<file path="config.mk">
export PLATFORM = sky130hd
export DESIGN_NAME = reg_bank_arbiter
export DESIGN_NICKNAME = d
export VERILOG_FILES = /design/src/rtl/reg_bank_arbiter.sv
export SDC_FILE = /design/constraint.sdc
export NUM_CORES = 1
export LEC_CHECK = 0
export BUFFER_PORTS_ARGS = -buffer_cell sky130_fd_sc_hd__buf_2
export CAP_MARGIN = 40
export CORE_ASPECT_RATIO = 0.75
export CORE_MARGIN = 1
export CORE_UTILIZATION = 45
export CTS_BUF_LIST = sky130_fd_sc_hd__clkbuf_4 sky130_fd_sc_hd__clkbuf_8
export DETAILED_ROUTE_END_ITERATION = 7
export GPL_TIMING_DRIVEN = 0
export HOLD_SLACK_MARGIN = 0.02
export PLACE_DENSITY = 0.73
export SYNTH_ARGS = -nofsm -noshare
export SYNTH_HDL_FRONTEND = slang
export SYNTH_SLANG_ARGS = --single-unit
</file>
<file path="constraint.sdc">
create_clock -name clk -period 2.05 [get_ports clk]
set_clock_uncertainty 0.05 [all_clocks]
set_input_delay 0.205 -clock clk [delete_from_list [all_inputs] [get_ports clk]]
set_output_delay 0.205 -clock clk [all_outputs]
set_load 0.005 [all_outputs]
</file>
<file path="src/rtl/reg_bank_arbiter.sv">
// Two-client register bank with round-robin arbitration, one access per cycle.
// Reads return one cycle after the grant; an ungranted request simply retries next cycle.
module reg_bank_arbiter #(
  parameter int WIDTH = 8,
  parameter int DEPTH = 4,
  parameter int AW    = 2
) (
  input  logic             clk,
  input  logic             clr,
  input  logic             req0,
  input  logic             we0,
  input  logic [AW-1:0]    addr0,
  input  logic [WIDTH-1:0] wdata0,
  output logic             gnt0,
  input  logic             req1,
  input  logic             we1,
  input  logic [AW-1:0]    addr1,
  input  logic [WIDTH-1:0] wdata1,
  output logic             gnt1,
  output logic [WIDTH-1:0] rdata,
  output logic             rvalid,
  output logic             rid
);

  logic             last_q, last_d;
  logic [WIDTH-1:0] bank_q [DEPTH];
  logic [WIDTH-1:0] bank_d [DEPTH];
  logic [WIDTH-1:0] rdata_q, rdata_d;
  logic             rvalid_q, rvalid_d;
  logic             rid_q, rid_d;

  logic             sel;
  logic             grant;
  logic             acc_we;
  logic [AW-1:0]    acc_addr;
  logic [WIDTH-1:0] acc_wdata;
  logic [WIDTH-1:0] rd_dat;

  // Under contention the winner is whoever was not granted last.
  always_comb begin
    sel   = (req0 && req1) ? ~last_q : req1;
    grant = clr && (req0 || req1);
  end

  assign gnt0      = grant && !sel;
  assign gnt1      = grant && sel;
  assign acc_we    = sel ? we1    : we0;
  assign acc_addr  = sel ? addr1  : addr0;
  assign acc_wdata = sel ? wdata1 : wdata0;

  // Addresses with no matching register read as zero.
  always_comb begin
    rd_dat = '0;
    for (int i = 0; i < DEPTH; i++) begin
      if (acc_addr == AW'(i)) rd_dat = bank_q[i];
    end
  end

  always_comb begin
    last_d   = last_q;
    bank_d   = bank_q;
    rdata_d  = rdata_q;
    rvalid_d = 1'b0;
    rid_d    = rid_q;
    if (grant) begin
      last_d = sel;
      if (acc_we) begin
        for (int i = 0; i < DEPTH; i++) begin
          if (acc_addr == AW'(i)) bank_d[i] = acc_wdata;
        end
      end else begin
        rdata_d  = rd_dat;
        rvalid_d = 1'b1;
        rid_d    = sel;
      end
    end
  end

  always_ff @(posedge clk) begin
    if (!clr) begin
      last_q   <= 1'b1;
      rdata_q  <= '0;
      rvalid_q <= 1'b0;
      rid_q    <= 1'b0;
      for (int i = 0; i < DEPTH; i++) bank_q[i] <= '0;
    end else begin
      last_q   <= last_d;
      rdata_q  <= rdata_d;
      rvalid_q <= rvalid_d;
      rid_q    <= rid_d;
      for (int i = 0; i < DEPTH; i++) bank_q[i] <= bank_d[i];
    end
  end

  assign rdata  = rdata_q;
  assign rvalid = rvalid_q;
  assign rid    = rid_q;

  a_gnt_onehot: assert property (@(posedge clk) !(gnt0 && gnt1));

endmodule

</file>
==> results of run 1 <==
## logic make-up after synthesis
group / synth area share [%]
compound gates: 11.44
buf+inv: 2.167
flops: 41.42
mux: 21.55
simple gates: 23.42
## report_power, final
group | switching (mW) | leakage [nW] | total, mW | internal, mW
Combinational | 0.173 | 0.645 | 0.286 | 0.113
Sequential | 0.0201 | 0.349 | 0.893 | 0.873
Clock | 0.285 | 0.0549 | 0.606 | 0.321
Total | 0.478 | 1.05 | 1.79 | 1.31
## registers in the layout (all words and copies together), names as in the netlist
register	cells
rid	1
bank_q	32
rvalid	1
rdata	8
last_q	1
## metrics by stage
stage / setup WS [ns] / util (%) / cells
2_1_floorplan: 0.5381 / - / 214
3_3_place_gp: 0.2222 / 52.58 / 308
3_5_place_dp: 0.1568 / 52.58 / 308
4_1_cts: 0.1640 / 54.92 / 316
5_1_grt: 0.06529 / 54.92 / 316
6_report: 0.1383 / 54.92 / 316
## final timing paths
check              from    endpoint  slack (ns)  cells past startpoint
min                req0         rid        0.14                      2
min reg2reg  bank_q[13]  bank_q[13]        0.41                      2
max reg2reg      last_q    rdata[2]        0.14                      5
max              last_q    rdata[2]        0.14                      5
## routing by layer
metal	vias to the layer above	GRT usage (%)	share of wire (%)
li1	831	-	-
met1	764	28.79	48
met2	49	35.35	44
met3	4	4.812	7.6
met4	0	8.929	0.81
met5	-	0	0
## cell usage after synthesis (all sizes together)
cell / instances / area (µm²)
nand2: 63 / 244.0
dfxtp: 43 / 860.8
mux2i: 42 / 432.9
nor2: 18 / 123.9
and3: 10 / 62.56
o41ai: 7 / 113.9
a31oi: 4 / 55.05
clkbuf: 4 / 15.01
inv: 3 / 11.26
buf: 2 / 18.77
nor3b: 2 / 20.02
o21ai: 2 / 10.01
o22ai: 2 / 12.51
a21boi: 1 / 11.26
a21oi: 1 / 5.000
a32o: 1 / 11.26
and2: 1 / 6.260
mux2: 1 / 15.01
nand2b: 1 / 6.260
nand3: 1 / 5.000
nor2b: 1 / 6.260
nor3: 1 / 5.000
o221a: 1 / 11.26
o31ai: 1 / 7.510
or2b: 1 / 7.510
## worst register-to-register path: cells and delay by family, from the launching register on
kind            cells  cell delay (ns)
flops               1             0.36
mux                 1             0.65
buf+inv             1             0.19
compound gates      2             0.25
simple gates        1             0.30
## cell type report
| cell class | instances | area, µm² |
|---|---|---|
| fill | 406 | 2002 |
| inverter | 3 | 11.26 |
| multi-input combinational | 162 | 1172 |
| clock buffer | 8 | 103.9 |
| buffer | 6 | 33.78 |
| tap | 57 | 71.32 |
| timing repair buffer | 37 | 185.2 |
| sequential | 43 | 860.8 |
## cells in the final DEF, fill, tap and decap left out, drive strengths merged, types with 2 or more instances in the layout
master and instances:
a31oi 4, and3 10, buf 39, clkbuf 12, dfxtp 43, inv 3
mux2i 42, nand2 63, nor2 18, nor3b 2, o21ai 2, o22ai 2
o41ai 7
==> reports/metrics.yaml, run 1 <==
global_routing:
  grt_usage_pct: 21.89
  grt_overflow: 0
  grt_pass1_vias: 1535
  grt_pass1_wl_mm: 7.700
  grt_max_degree: 13
  grt_antenna_before_repair: 0
setup_path:
  path_delay_family: "multiplexers"
  cpPeakStageDelay_ns: 0.64
  worst_setup_path_start_kind: "flip-flop"
  crit_arrival_ns: 2.03
  path_max_fanout: 10
  cp_num_buf_inv: 1
  critical_path_class: "reg -> reg"
  crit_path_end_kind: "flip-flop"
  worstPathRequired_ns: 2.16
  crit_chain: "a21boi_2 -> buf_6 -> mux2i_1 -> and3_1 -> o41ai_2"
  crit_slowest_cell: "mux2i_1"
sta:
  setup_viol: 0
  fmax_ghz: 0.5231
  setup_tns_ns: 0
  rsz0062_at_grt: "no"
  fin_crit_sh_pct: 93.25
  finalHoldViolCount: 0
  whs_ns: 0.1381
  worst_pin_slew_ns: 0.7248
  fin_crit_ns: 1.912
  slew_viol_final: 0
  slew_headroom_pct: 50.30
clock_tree:
  cts_tree: "built"
  htree_levels: 2
  cts_buffers: 5
  clk_pin_slew_worst_paths_ns: 0.08
  cts.path.max_buffers: 2
  clk_latency_ns: 0.30
  cts_resized: 0
  holdBufCountCts: 0
  cts_setup_buffers: 0
  clock_sinks: 43
  cts-root-buf: "clkbuf_8"
power_and_ir_drop:
  peakVddDrop_mv: 0.3966
  finalPower_mw: 1.785
  leakage_nw: 1.049
  powerDensity_nw_per_um2: 732.1
placement:
  io_buffers: 37
  gp_congestion: 0.7837
  place_area_um2: 2335
  place_hpwl_mm: 3.349
floorplan:
  core_um2: 4441
  die_h_um: 60.86
  pin_count: 38
  row_count: 21
  start_util_pct: 46.80
  die_area_um2: 4897
  die_w_um: 80.47
logic_synthesis:
  synth.net_count: 240
  synth.avg_cell_area_um2: 9.711
  synthCells: 214
  ys.warnings.count: 0
  synth_area_um2: 2078
  yosysUniqueCellTypes: 32
  synth_sequential_area_ratio_pct: 41.42
  ys_ff_latch: 43
detailed_routing:
  num_vias: 1648
  postRouteAntennaNets: 0
  avgViaCountPerCell: 5.215
  firstDrtPassIters: 4
  drt-initial-drc-count: 93
  drc: 0
  wl_per_cell_um: 15.31
  drt-total-wl_mm: 4.838
finish:
  drive_above_1_share_pct: 25.87
  fin_nets: 284
  antenna_cells: 0
  stdcell_area_um2: 2439
  area_delta_synth_final_pct: 17.34
flow_run:
  max_cap_viol_count: 0
run_status:
  outcome: "completed"
hold_path:
  hp-class: "in -> reg"
Note: power is estimated with default switching activity, not from simulation.
==> inputs of run 2 (changes only) <==
--- a/config.mk
+++ b/config.mk
@@ -15,6 +15,7 @@
 export GPL_TIMING_DRIVEN = 0
 export HOLD_SLACK_MARGIN = 0.02
 export PLACE_DENSITY = 0.73
+export SETUP_SLACK_MARGIN = 0.2
 export SYNTH_ARGS = -nofsm -noshare
 export SYNTH_HDL_FRONTEND = slang
 export SYNTH_SLANG_ARGS = --single-unit
==> reports/metrics.yaml, run 2 (same netlist as run 1, synthesis figures left out) <==
placement:
  place_area_um2: 2335
  io_buffers: 37
  place_hpwl_mm: 3.349
  post-place-ws_ns: 0.1568
  gp_congestion: 0.7837
clock_tree:
  clk_latency_ns: 0.29
  cts.path.max_buffers: 2
  holdBufCountCts: 0
  cts_buffers: 5
  cts_tree: "built"
  cts-root-buf: "clkbuf_8"
  clk_pin_slew_worst_paths_ns: 0.08
  clock_sinks: 43
  htree_levels: 2
sta:
  finalHoldViolCount: 0
  setup_tns_ns: 0
  slew_headroom_pct: 62.69
  fmax_ghz: 0.5688
  setup_viol: 0
  fin_crit_sh_pct: 85.76
  worst_slack_ns: 0.2918
  worst_pin_slew_ns: 0.5597
  slew_viol_final: 0
  rsz0062_at_grt: "no"
  fin_crit_ns: 1.758
setup_path:
  worstPathRequired_ns: 2.18
  crit_arrival_ns: 1.88
  crit_path_end_kind: "flip-flop"
  path_max_fanout: 8
  reg2reg_from: "last_q"
  critical_path_class: "reg -> reg"
  worst_setup_path_start_kind: "flip-flop"
  r2r_slack_ns: 0.29
  reg2reg_to: "rdata[2]"
  reg2reg_depth: 6
hold_path:
  whs_endpoint: "rid"
  hold_path_depth: 2
  hp-class: "in -> reg"
  min_from: "req0"
floorplan:
  start_util_pct: 46.80
  die_h_um: 60.86
  core_um2: 4441
  die_w_um: 80.47
  pin_count: 38
  die_area_um2: 4897
  row_count: 21
finish:
  final_core_util_pct: 57.51
  layout_common_cells: "nand2_1, dfxtp_1, mux2i_1"
  fin_nets: 291
  final_common_cell: "nand2_1"
  largest_register_ffs: 32
  stdcell_area_um2: 2554
  area_delta_synth_final_pct: 22.88
  antenna_cells: 0
  drive_above_1_share_pct: 29.32
  regMostFlops: "bank_q"
detailed_routing:
  drc: 0
  firstDrtPassIters: 4
  wl_per_cell_um: 15.40
  drt-initial-drc-count: 56
  postRouteAntennaNets: 0
  avgViaCountPerCell: 5.285
  drt-total-wl_mm: 4.973
  num_vias: 1707
power_and_ir_drop:
  leakage_nw: 1.105
  finalPower_mw: 1.813
  peakVddDrop_mv: 0.3945
  powerDensity_nw_per_um2: 710.0
global_routing:
  grt_antenna_before_repair: 0
  grt_pass1_wl_mm: 7.741
  grt_pass1_vias: 1541
  grt_usage_pct: 22.03
  grt_overflow: 0
  grt_max_degree: 13
flow_run:
  max_cap_viol_count: 0
run_status:
  outcome: "completed"
[run 2: changes by cell type in the layout (fill, tap and decap cells not counted)]
cell      change
buf_12        +4
buf_4         +2
buf_6         +1
clkbuf_1      -1
clkbuf_2      +1
dfxtp_1       -1
dfxtp_2       +1
mux2i_1       -1
mux2i_2       +1
nand2_1       -1
nand2_2       +1
[run 2: final cells by class]
type	count	area [µm²]
Inverter	3	11.26
Multi-Input combinational cell	162	1179
Buffer	6	38.79
Tap cell	57	71.32
Timing Repair Buffer	44	287.8
Sequential cell	43	862.1
Clock buffer	8	103.9
Fill cell	394	1887
[run 2: power by group]
group          total [mW]  switching, mW  internal [mW]
clock               0.600          0.279          0.321
combinational       0.320          0.181          0.139
sequential          0.894         0.0204          0.873
[run 2: worst max-delay path, cell delays in order (launching register included)]
cell and delay [ns]:
dfxtp_2 0.35, a21boi_2 0.18, buf_6 0.18, buf_12 0.12, mux2i_2 0.42, and3_1 0.26, o41ai_2 0.08
[run 2: per-layer routing]
| layer | vias to the layer above | track usage, % | wire [µm] |
|---|---|---|---|
| li1 | 850 | - | - |
| met2 | 51 | 35.35 | 2301 |
| met1 | 804 | 29.19 | 2345 |
| met4 | 0 | 8.929 | 24 |
| met3 | 2 | 4.812 | 301 |
| met5 | - | 0 | 0 |
[run 2: worst max path at each step]
stage,from,end,slack (ns),cells after the start
6_report,last_q,rdata[2],0.29,6
5_1_grt,last_q,rdata[2],0.22,6
4_1_cts,last_q,rdata[7],0.23,5
3_5_place_dp,req0,rdata[2],0.16,6
3_3_place_gp,req0,rdata[4],0.22,6
2_1_floorplan,last_q,bank_q[24],0.54,6
[run 2: through the flow]
step / hold slack (ns) / cells
CTS: 0.1284 / 316
global route: 0.1581 / 323
floorplan: 0.2453 / 214
detailed placement: 0.3925 / 308
finish: 0.1462 / 323
global placement: 0.3887 / 308
[run 2: timing repair]
| action | CTS | global route |
|---|---|---|
| endpoints found under the setup margin | 8 | 27 |
| gates resized for setup | 1 | 5 |
| endpoints found under the hold margin | 0 | 0 |
| setup buffers | 0 | 7 |
| pin swaps | 0 | 3 |
